## src/rtl/minrv32_mem_pkg.sv

```systemverilog
// minrv32_mem_pkg: shared types for the minrv32 native memory port
package minrv32_mem_pkg;

    localparam int MEM_AW = 32;
    localparam int MEM_DW = 32;

    typedef struct packed {
        logic              instr;
        logic [MEM_AW-1:0] addr;
        logic [MEM_DW-1:0] wdata;
        logic [3:0]        wstrb;
    } mem_req_t;

    typedef enum logic [1:0] {
        IDLE,
        GNT,
        DONE
    } arb_state_t;

endpackage

```

## src/rtl/minrv32_mem_arbiter_pick2.sv

```systemverilog
// mem_arb_pick2: two-way request picker, round-robin or m0-priority on ties
module mem_arb_pick2 (
    input  logic [1:0] req_i,
    input  logic       last_i,
    input  logic       rr_en_i,
    output logic       gnt_o
);

    // a tie goes to the master not served last (or m0 when fixed priority); a lone request wins outright
    always_comb begin
        gnt_o = &req_i ? (rr_en_i & ~last_i) : (req_i[1] & ~req_i[0]);
    end

endmodule

```

## src/rtl/minrv32_mem_arbiter.sv

```systemverilog
// minrv32_mem_arbiter: shares one memory slave between two masters, one transaction per grant
module minrv32_mem_arbiter
    import minrv32_mem_pkg::*;
#(
    parameter bit          RR_EN          = 1'b1,
    parameter int unsigned TIMEOUT_CYCLES = 0,
    parameter logic [31:0] ERR_RDATA      = 32'hDEADBEEF
) (
    input  logic              clk_i,
    input  logic              rst_i,
    input  logic              m0_valid_i,
    input  logic              m0_instr_i,
    input  logic [MEM_AW-1:0] m0_addr_i,
    input  logic [MEM_DW-1:0] m0_wdata_i,
    input  logic [3:0]        m0_wstrb_i,
    output logic              m0_ready_o,
    output logic [MEM_DW-1:0] m0_rdata_o,
    input  logic              m1_valid_i,
    input  logic              m1_instr_i,
    input  logic [MEM_AW-1:0] m1_addr_i,
    input  logic [MEM_DW-1:0] m1_wdata_i,
    input  logic [3:0]        m1_wstrb_i,
    output logic              m1_ready_o,
    output logic [MEM_DW-1:0] m1_rdata_o,
    output logic              s_valid_o,
    output logic              s_instr_o,
    output logic [MEM_AW-1:0] s_addr_o,
    output logic [MEM_DW-1:0] s_wdata_o,
    output logic [3:0]        s_wstrb_o,
    input  logic              s_ready_i,
    input  logic [MEM_DW-1:0] s_rdata_i,
    output logic              grant_id_o,
    output logic              busy_o,
    output logic              err_o
);

    localparam int TW = TIMEOUT_CYCLES > 0 ? $clog2(TIMEOUT_CYCLES + 1) : 1;
    localparam logic [TW-1:0] TMO_LAST = TW'(TIMEOUT_CYCLES > 0 ? TIMEOUT_CYCLES - 1 : 0);
    localparam logic [TW-1:0] TMO_MAX = '1;
    localparam bit TMO_EN = TIMEOUT_CYCLES != 0;

    arb_state_t       state_q, state_d;
    logic             grant_q, grant_d;
    logic             last_q, last_d;
    logic [TW-1:0]    tmo_q, tmo_d;
    mem_req_t         m0_req, m1_req, g_req;
    logic             pick;
    logic             g_valid;
    logic             s_done;
    logic             tmo_fire;
    logic             g_ready;
    logic [MEM_DW-1:0] g_rdata;

    assign m0_req   = '{m0_instr_i, m0_addr_i, m0_wdata_i, m0_wstrb_i};
    assign m1_req   = '{m1_instr_i, m1_addr_i, m1_wdata_i, m1_wstrb_i};
    assign g_req    = grant_q ? m1_req : m0_req;
    assign g_valid  = grant_q ? m1_valid_i : m0_valid_i;
    assign s_done   = state_q == GNT && g_valid && s_ready_i;
    assign tmo_fire = TMO_EN && state_q == GNT && g_valid && !s_ready_i && tmo_q == TMO_LAST;

    mem_arb_pick2 u_pick (
        .req_i  ({m1_valid_i, m0_valid_i}),
        .last_i (last_q),
        .rr_en_i(RR_EN),
        .gnt_o  (pick)
    );

    // state register; last_grant resets to m1 so m0 wins the first tie
    always_ff @(posedge clk_i) begin
        if (rst_i) begin
            state_q <= IDLE;
            grant_q <= 1'b0;
            last_q  <= 1'b1;
            tmo_q   <= '0;
        end else begin
            state_q <= state_d;
            grant_q <= grant_d;
            last_q  <= last_d;
            tmo_q   <= tmo_d;
        end
    end

    // next state: arbitrate in IDLE, finish on slave ready or timeout, abandon if the grantee withdraws
    always_comb begin
        state_d = state_q;
        grant_d = grant_q;
        last_d  = last_q;
        tmo_d   = '0;
        case (state_q)
            IDLE: begin
                if (m0_valid_i || m1_valid_i) begin
                    state_d = GNT;
                    grant_d = pick;
                end
            end
            GNT: begin
                if (!g_valid) begin
                    state_d = IDLE;
                end else if (s_done || tmo_fire) begin
                    state_d = DONE;
                    last_d  = grant_q;
                end else begin
                    tmo_d = tmo_q == TMO_MAX ? tmo_q : tmo_q + 1'b1;
                end
            end
            default: state_d = IDLE;
        endcase
    end

    // outputs: slave sees the grantee's payload, only the grantee sees ready/rdata
    always_comb begin
        s_valid_o  = state_q == GNT && !tmo_fire;
        {s_instr_o, s_addr_o, s_wdata_o, s_wstrb_o} = g_req;
        g_ready    = s_done || tmo_fire;
        g_rdata    = tmo_fire ? ERR_RDATA : s_rdata_i;
        m0_ready_o = g_ready && !grant_q;
        m1_ready_o = g_ready && grant_q;
        m0_rdata_o = state_q == GNT && !grant_q ? g_rdata : '0;
        m1_rdata_o = state_q == GNT && grant_q ? g_rdata : '0;
        grant_id_o = grant_q;
        busy_o     = state_q != IDLE;
        err_o      = tmo_fire;
    end

endmodule

```

## config.mk

```make
export PLATFORM = sky130hd
export DESIGN_NAME = minrv32_mem_arbiter
export DESIGN_NICKNAME = d
export VERILOG_FILES = /design/src/rtl/minrv32_mem_pkg.sv /design/src/rtl/minrv32_mem_arbiter_pick2.sv /design/src/rtl/minrv32_mem_arbiter.sv
export SDC_FILE = /design/constraint.sdc
export NUM_CORES = 1
export LEC_CHECK = 0
export BUFFER_PORTS_ARGS = -buffer_cell sky130_fd_sc_hd__buf_2
export CORE_AREA = 4 4 121 123
export DETAILED_ROUTE_END_ITERATION = 6
export DIE_AREA = 0 0 125 127
export PLACE_DENSITY = 0.51
export SYNTH_ARGS = -nofsm -noshare
export SYNTH_HDL_FRONTEND = slang
export SYNTH_SLANG_ARGS = --single-unit
```

## constraint.sdc

```tcl
create_clock -name clk_i -period 1.65 [get_ports clk_i]
set_input_delay 0.165 -clock clk_i [delete_from_list [all_inputs] [get_ports clk_i]]
set_output_delay 0.165 -clock clk_i [all_outputs]
set_load 0.1 [all_outputs]
```

Word level (Yosys, flattened, before mapping)

Index checks and enable logic that the tools add are counted.

Reduce and logical (&&, ||, !) cells: 14
Eq/ne operators: 3
Multiplexer cells: 9
Bitwise gates (word level): 3

Operator list:

| operator           | count |
|---|---|
| $mux 69            | 1 |
| $mux 32            | 2 |
| $logic_and 1x1->1  | 6 |
| $mux 2             | 3 |
| $reduce_and 2->1   | 3 |
| $pmux 2 s2         | 1 |
| $ne 3x2->1 const B | 1 |
| $reduce_and 3->1   | 1 |
| $eq 2x1->1 const B | 1 |
| $logic_not 2->1    | 1 |
| $mux 1             | 2 |
| $ne 2x2->1 const B | 1 |
| $not 1->1          | 2 |
| $reduce_bool 2->1  | 1 |
| $and 1x1->1        | 1 |
| $logic_not 1->1    | 1 |
| $logic_or 1x1->1   | 1 |

Output and inout bits: 139
Register bits after elaboration: 4
Input port bits: 175

Longest topological paths before layout

Gate-level depths: netlist of the first run.

Depth after elaboration: 6
Mapped depth: 4
Mapped depth without buffers: 3

Modules after synthesis

Synthesis of the first run repeated with hierarchy kept, for this count alone.

Cells, all modules: 173
Area total of the unflattened synthesis: 1482.7 µm²

Modules (own cells, without submodules):

| module              | instances | cells each | area each (µm²) |
|---|---|---|---|
| minrv32_mem_arbiter | 1         | 171        | 1468.9 |
| mem_arb_pick2       | 1         | 2          | 13.8 |

Least setup slack after synthesis of the first run

OpenSTA, ideal clock, no wires.

Path kind: flip-flop to output port
From: reg state_q[0]
To: out m0_ready_o
Cell stages (with the launch flop): 4
Setup slack: -1.291 ns
Buffers on the path: 0
Data arrival time: 2.776 ns
Required time: 1.485 ns
Path through: dfxtp_1 -> nor2b_2 -> nand3_1 -> nor2_1

Longest elaborated chain between the ends: 4

RTL lines:

| what                            | RTL line                   | RTL |
|---|---|---|
| start, declared                 | minrv32_mem_arbiter.sv:42  | `arb_state_t state_q, state_d;` |
| start signal, assigned          | minrv32_mem_arbiter.sv:76  | `state_q <= state_d;` |
| $eq 2x1->1                      | -                          |  |
| named net s_valid_o             | minrv32_mem_arbiter.sv:25  | `output logic s_valid_o,` |
| $logic_and 1x1->1 (2 in series) | minrv32_mem_arbiter.sv:58  | `assign s_done = state_q == GNT && g_valid && s_ready_i;` |
| $logic_and 1x1->1               | minrv32_mem_arbiter.sv:116 | `m0_ready_o = g_ready && !grant_q;` |
| end, declared                   | minrv32_mem_arbiter.sv:16  | `output logic m0_ready_o,` |

The timed path passes the listed nets, and every way through them passes these cells.

Worst setup path in the final report of the first run

From: reg state_q[1]
To: out m1_rdata_o[2]

Longest elaborated chain between the ends: 3

RTL lines:

| what              | RTL line                   | RTL |
|---|---|---|
| $eq 2x1->1        | minrv32_mem_arbiter.sv:119 | `m1_rdata_o = state_q == GNT && grant_q ? g_rdata : '0;` |
| $logic_and 1x1->1 | minrv32_mem_arbiter.sv:119 |  |
| $mux 32           | minrv32_mem_arbiter.sv:119 |  |
| end, declared     | minrv32_mem_arbiter.sv:24  | `output logic [MEM_DW-1:0] m1_rdata_o,` |

No other way between the ends.

==> flow_metrics.tcl, run 1 <==
set metrics [dict create \
    status "completed" \
    die_area_mm2 0.0159 \
    p_leak_nw 2.66 \
    synth_area_leaders "mux2_2 (54%), and2_1 (27%), dfxtp_1 (5.4%), buf_2 (2.4%), clkbuf_2 (2.0%)" \
    period_needed_ps 1610 \
    cp-start-kind "flop" \
    numCtsBuffers 3 \
    hold_depth 2 \
    drive_gt1_share_pct 97.3 \
    min_path_type "primary input to flop" \
    rsz0062_at_grt "true" \
    first_pass_iters 2 \
    synthAdderAreaFrac_pct 0 \
    h-tree-depth 1 \
    fmax_mhz 622 \
    gp_congestion 0.806 \
    rows 43 \
    min_from "rst_i" \
    finalWirelength_um 10000 \
    synth_top_family_by_area "multiplexers" \
    grt_pass1_wl_um 15000 \
    vias 2526 \
    ios 314 \
    yosysTopAreaCell "mux2_2" \
    cp_max_fo 10 \
    startpoint "state_q[1]" \
    r2r_start "state_q[1]" \
    path_clk_slew_ps 30 \
    synth_compound_area_share_pct 2.81 \
    cts_buffer_depth 2 \
    io_buffers 312 \
    synth_cell_types 23 \
    synth_top_area_share_pct 53.6 \
    cap_violations 0 \
    drtIter0Drc 46 \
    clkLatencyLatePin_ps 230 \
    muxShareOfSynthArea_pct 53.6 \
    crit_arrival_ps 1440 \
    critPathRequiredTime_ps 1480 \
    fin_area_mm2 0.00567 \
    root_buffer "clkbuf_16" \
    dp_hpwl_um 9060 \
    syn_nets 346 \
    antenna_found_initial 0 \
    power.total_w 0.00394 \
    synth-simple-area-share_pct 31.9 \
    drc 0 \
    fin_nets 660 \
    viasPerCell 3.80 \
    cts_tree "done" \
    syn_area_mm2 0.00147 \
    start_util_pct 10.8 \
    fp.dieW_um 125 \
    critPathCaptureType "output port" \
    gr-total-overflow 0 \
    coreArea_mm2 0.0137 \
    seq_area_frac_synth_pct 5.45 \
    wl_per_cell_um 15.1 \
    layout_common_cells "buf_2 (176), buf_12 (140), mux2_2 (67)" \
    grt_usage_pct 11.5 \
    finClkSkew_ps 2.93 \
    holdWs_ps 136 \
    max-vdd-ir-drop_v 0.000353 \
    grt_pass1_vias 2779 \
    grt_start_max_net_pins 34 \
    synth.ff_latch_count 4 \
    reg2regPathDepth 3 \
    path_class "flop to output port" \
    syn_inst 171 \
    final_common_cell "buf_2" \
    syn_to_final_growth_pct 285 \
    fin_crit_sh_pct 97.4 \
    die_h_um 127 \
    finalMaxSlewViolations 0 \
    placed_area_mm2 0.00549 \
    hold_viol_final 0 \
    ys_warn_count 0 \
    antenna_cells 0 \
    synth-xor-area-share_pct 0 \
    setup_violations 0 \
    clock_sinks 4 \
    ant_nets 0 \
    avgSynthCellArea_um2 8.60 \
    pwr_density_cell_mw_per_mm2 696 \
]
path summary, 6_finish.rpt:
path / end / slack [ps]
worst max-delay path: m1_rdata_o[2] / 40
worst min-delay path: grant_id_o / 140
worst max register to register: last_q / 430
worst min register to register: state_q[0] / 480
metrics by stage:
stage                     setup TNS [ps]  utilization, %  worst slack [ps]  std cells
after floorplan                    -5830               -              -186        171
after global placement                 0            40.2               243        654
after detailed placement               0            40.2               224        654
after CTS                              0            40.9              5.56        660
after global routing               -41.9            41.5             -4.90        664
final                                  0            41.5              42.2        664
registers in the layout (all words and copies together) (netlist names):
register    flops
grant_id_o      1
last_q          1
state_q         2
layer usage:
| layer | GRT usage [%] | share of wire (%) |
|---|---|---|
| met1 | 12.4 | 34 |
| met2 | 22.3 | 54 |
| met3 | 4.18 | 11 |
| met4 | 0.765 | 0.080 |
| met5 | 0 | 0 |
Yosys cell counts (all sizes together):
| master | count |
|---|---|
| and2 | 64 |
| o21ai | 1 |
| and3 | 1 |
| a211o | 1 |
| a211oi | 2 |
| or2 | 1 |
| nor2b | 1 |
| buf | 9 |
| clkbuf | 6 |
| o21bai | 1 |
| nand2 | 1 |
| and2b | 1 |
| mux2 | 70 |
| a21oi | 1 |
| dfxtp | 4 |
| conb | 1 |
| nand3 | 1 |
| and3b | 1 |
| nand2b | 1 |
| inv | 1 |
| nor2 | 2 |
cells by family after synthesis:
kind of cell,count (synthesis)
AND/OR/NAND/NOR,74
multiplexers,70
buffers and inverters,16
AO/OA/AOI/OAI,6
flip-flops,4
other,1
report_power, final:
part	switching [W]	internal, W	total, W
clock	0.0000712	0.000319	0.000391
combinational	0.00215	0.00129	0.00344
sequential	0.0000100	0.000104	0.000114
total	0.00223	0.00171	0.00394
critical path: stages (launching register included):
cell and delay (ps):
dfxtp_2 340, and3b_4 380, clkbuf_16 180, and2_4 150
buf_12 160
final cells by class:
class | instances | area [µm²]
clock buffers | 4 | 78.8
multi-input cells | 151 | 1490
well taps | 180 | 225
fillers | 1302 | 8000
flip-flops and latches | 4 | 86.3
inverters | 1 | 3.75
repair buffers | 324 | 3780
timing repair:
action,4_1_cts,5_1_grt
hold buffers,0,0
gates cloned,0,2
setup buffers,2,2
endpoints found under the setup margin,2,46
gates resized for setup,0,5
pin swaps,0,0
Note: power is estimated with default switching activity, not from simulation.
==> inputs of run 2 (changes only) <==
--- a/config.mk
+++ b/config.mk
@@ -9,7 +9,9 @@
 export CORE_AREA = 4 4 121 123
 export DETAILED_ROUTE_END_ITERATION = 6
 export DIE_AREA = 0 0 125 127
+export GPL_TIMING_DRIVEN = 0
 export PLACE_DENSITY = 0.51
+export SLEW_MARGIN = 20
 export SYNTH_ARGS = -nofsm -noshare
 export SYNTH_HDL_FRONTEND = slang
 export SYNTH_SLANG_ARGS = --single-unit
==> run 2 against run 1 <==
- the flow now finishes with violations (negative setup slack)
- maximum frequency down 6.2%
- clock-buffer cell count unchanged
- flip-flop and latch count unchanged
==> flow_metrics.tcl, run 2 (same netlist as run 1, synthesis figures left out) <==
set metrics [dict create \
    wl_per_cell_um 16.1 \
    drive_gt1_share_pct 97.1 \
    grt_usage_pct 12.2 \
    min_path_type "primary input to flop" \
    cp_max_fo 10 \
    fmax_mhz 583 \
    path_clk_slew_ps 30 \
    regMostFlops "state_q" \
    period_needed_ps 1710 \
    setup_violations 63 \
    antenna_found_initial 0 \
    die_area_mm2 0.0159 \
    clock_sinks 4 \
    cts-hold-fix-buffers 0 \
    r2r-end "last_q" \
    failed_checks "negative setup slack" \
    cts_buffer_depth 2 \
    fin_nets 665 \
    startpoint "grant_id_o" \
    finalWirelength_um 10800 \
    fp.dieW_um 125 \
    holdWs_ps 141 \
    crit_end "m0_rdata_o[17]" \
    layout_common_cells "buf_2 (178), buf_6 (72), mux2_2 (70)" \
    final_common_cell "buf_2" \
    vias 2605 \
    critPathCaptureType "output port" \
    grt_pass1_wl_um 15900 \
    die_h_um 127 \
    worst_slack_ps -64.0 \
    r2r_start "grant_id_o" \
    pwr_density_cell_mw_per_mm2 722 \
    drc 0 \
    drtIter0Drc 42 \
    clkLatencyLatePin_ps 230 \
    cp-start-kind "flop" \
    largest_register_ffs 2 \
    power.total_w 0.00362 \
    fillCellCount 1339 \
    fin_crit_sh_pct 104 \
    critPathRequiredTime_ps 1480 \
    worst-r2r-setup-slack_ps 380 \
    crit_arrival_ps 1550 \
    rows 43 \
    finalCoreUtilization_pct 36.7 \
    viasPerCell 3.89 \
    grt_start_max_net_pins 11 \
    status "complete, but fails checks" \
    dp_hpwl_um 7860 \
    syn_to_final_growth_pct 241 \
    grt_pass1_vias 2893 \
    cts_tree "done" \
    fin_setup_tns_ps -2350 \
    root_buffer "clkbuf_16" \
    coreArea_mm2 0.0137 \
    h-tree-depth 1 \
    finClkSkew_ps 3.15 \
    path_class "flop to output port" \
    numCtsBuffers 3 \
    first_pass_iters 4 \
    rsz0062_at_grt "true" \
    ant_nets 0 \
    gr-total-overflow 0 \
    p_leak_nw 2.42 \
    start_util_pct 10.8 \
    reg2regPathDepth 4 \
    io_buffers 312 \
    gp_congestion 0.812 \
    hold_viol_final 0 \
    antenna_cells 0 \
    max-vdd-ir-drop_v 0.000349 \
    cap_violations 0 \
    finalMaxSlewViolations 0 \
    ios 314 \
]
[run 2: cell types whose count changed in the layout (fill, tap and decap cells not counted), moves of 2 or more]
cell	previous run	this run
buf_2	176	178
clkbuf_16	5	3
buf_12	140	63
mux2_2	67	70
buf_6	1	72
mux2_4	3	0
buf_8	0	8
buf_4	5	8
[run 2: worst min-delay path by stage]
stage,from,end,slack [ps],depth (start not counted)
6_report,rst_i,grant_id_o,140,2
3_5_place_dp,rst_i,grant_id_o,380,2
3_3_place_gp,rst_i,grant_id_o,380,2
5_1_grt,rst_i,grant_id_o,150,2
4_1_cts,rst_i,grant_id_o,140,2
2_1_floorplan,rst_i,grant_id_o,220,1
[run 2: timing repair]
action / 4_1_cts / 5_1_grt
pin swaps: 2 / 3
buffers inserted: 0 / 1
setup endpoints to repair: 134 / 125
resized for setup: 401 / 18
cloned: 1 / 0
[run 2: worst max-delay path, cell delays in order, from the launching register on]
cell and delay (ps):
dfxtp_4 350, buf_12 150, and2b_4 340, buf_8 150, and2_4 160, buf_12 170
[run 2: cell type report]
class / instances / area [µm²] / share of cell area, %
timing repair buffer: 314 / 2960 / 59.0
inverter: 1 / 3.75 / 0.0748
multi-input combinational: 151 / 1480 / 29.5
clock buffer: 4 / 78.8 / 1.57
tap: 180 / 225 / 4.49
buffer: 15 / 181 / 3.62
sequential: 4 / 85.1 / 1.70
[run 2: metal layers]
metal | wire length, µm | global-route usage [%]
met1 | 3650 | 12.6
met2 | 5830 | 24.1
met3 | 1090 | 3.26
met4 | 214 | 3.00
met5 | 0 | 0
[run 2: report_power, final]
group / internal, W / switching [W]
registers: 0.000104 / 0.00000690
clock network: 0.000320 / 0.0000810
logic: 0.000996 / 0.00211
[run 2: stage by stage]
stage,cell area [µm²],setup slack (ps),cells
after floorplan,1680,-186,171
after global placement,3460,-162,663
after detailed placement,3460,-160,663
after CTS,4960,-78.4,668
after global routing,5020,-109,669
final,5020,-64.0,669
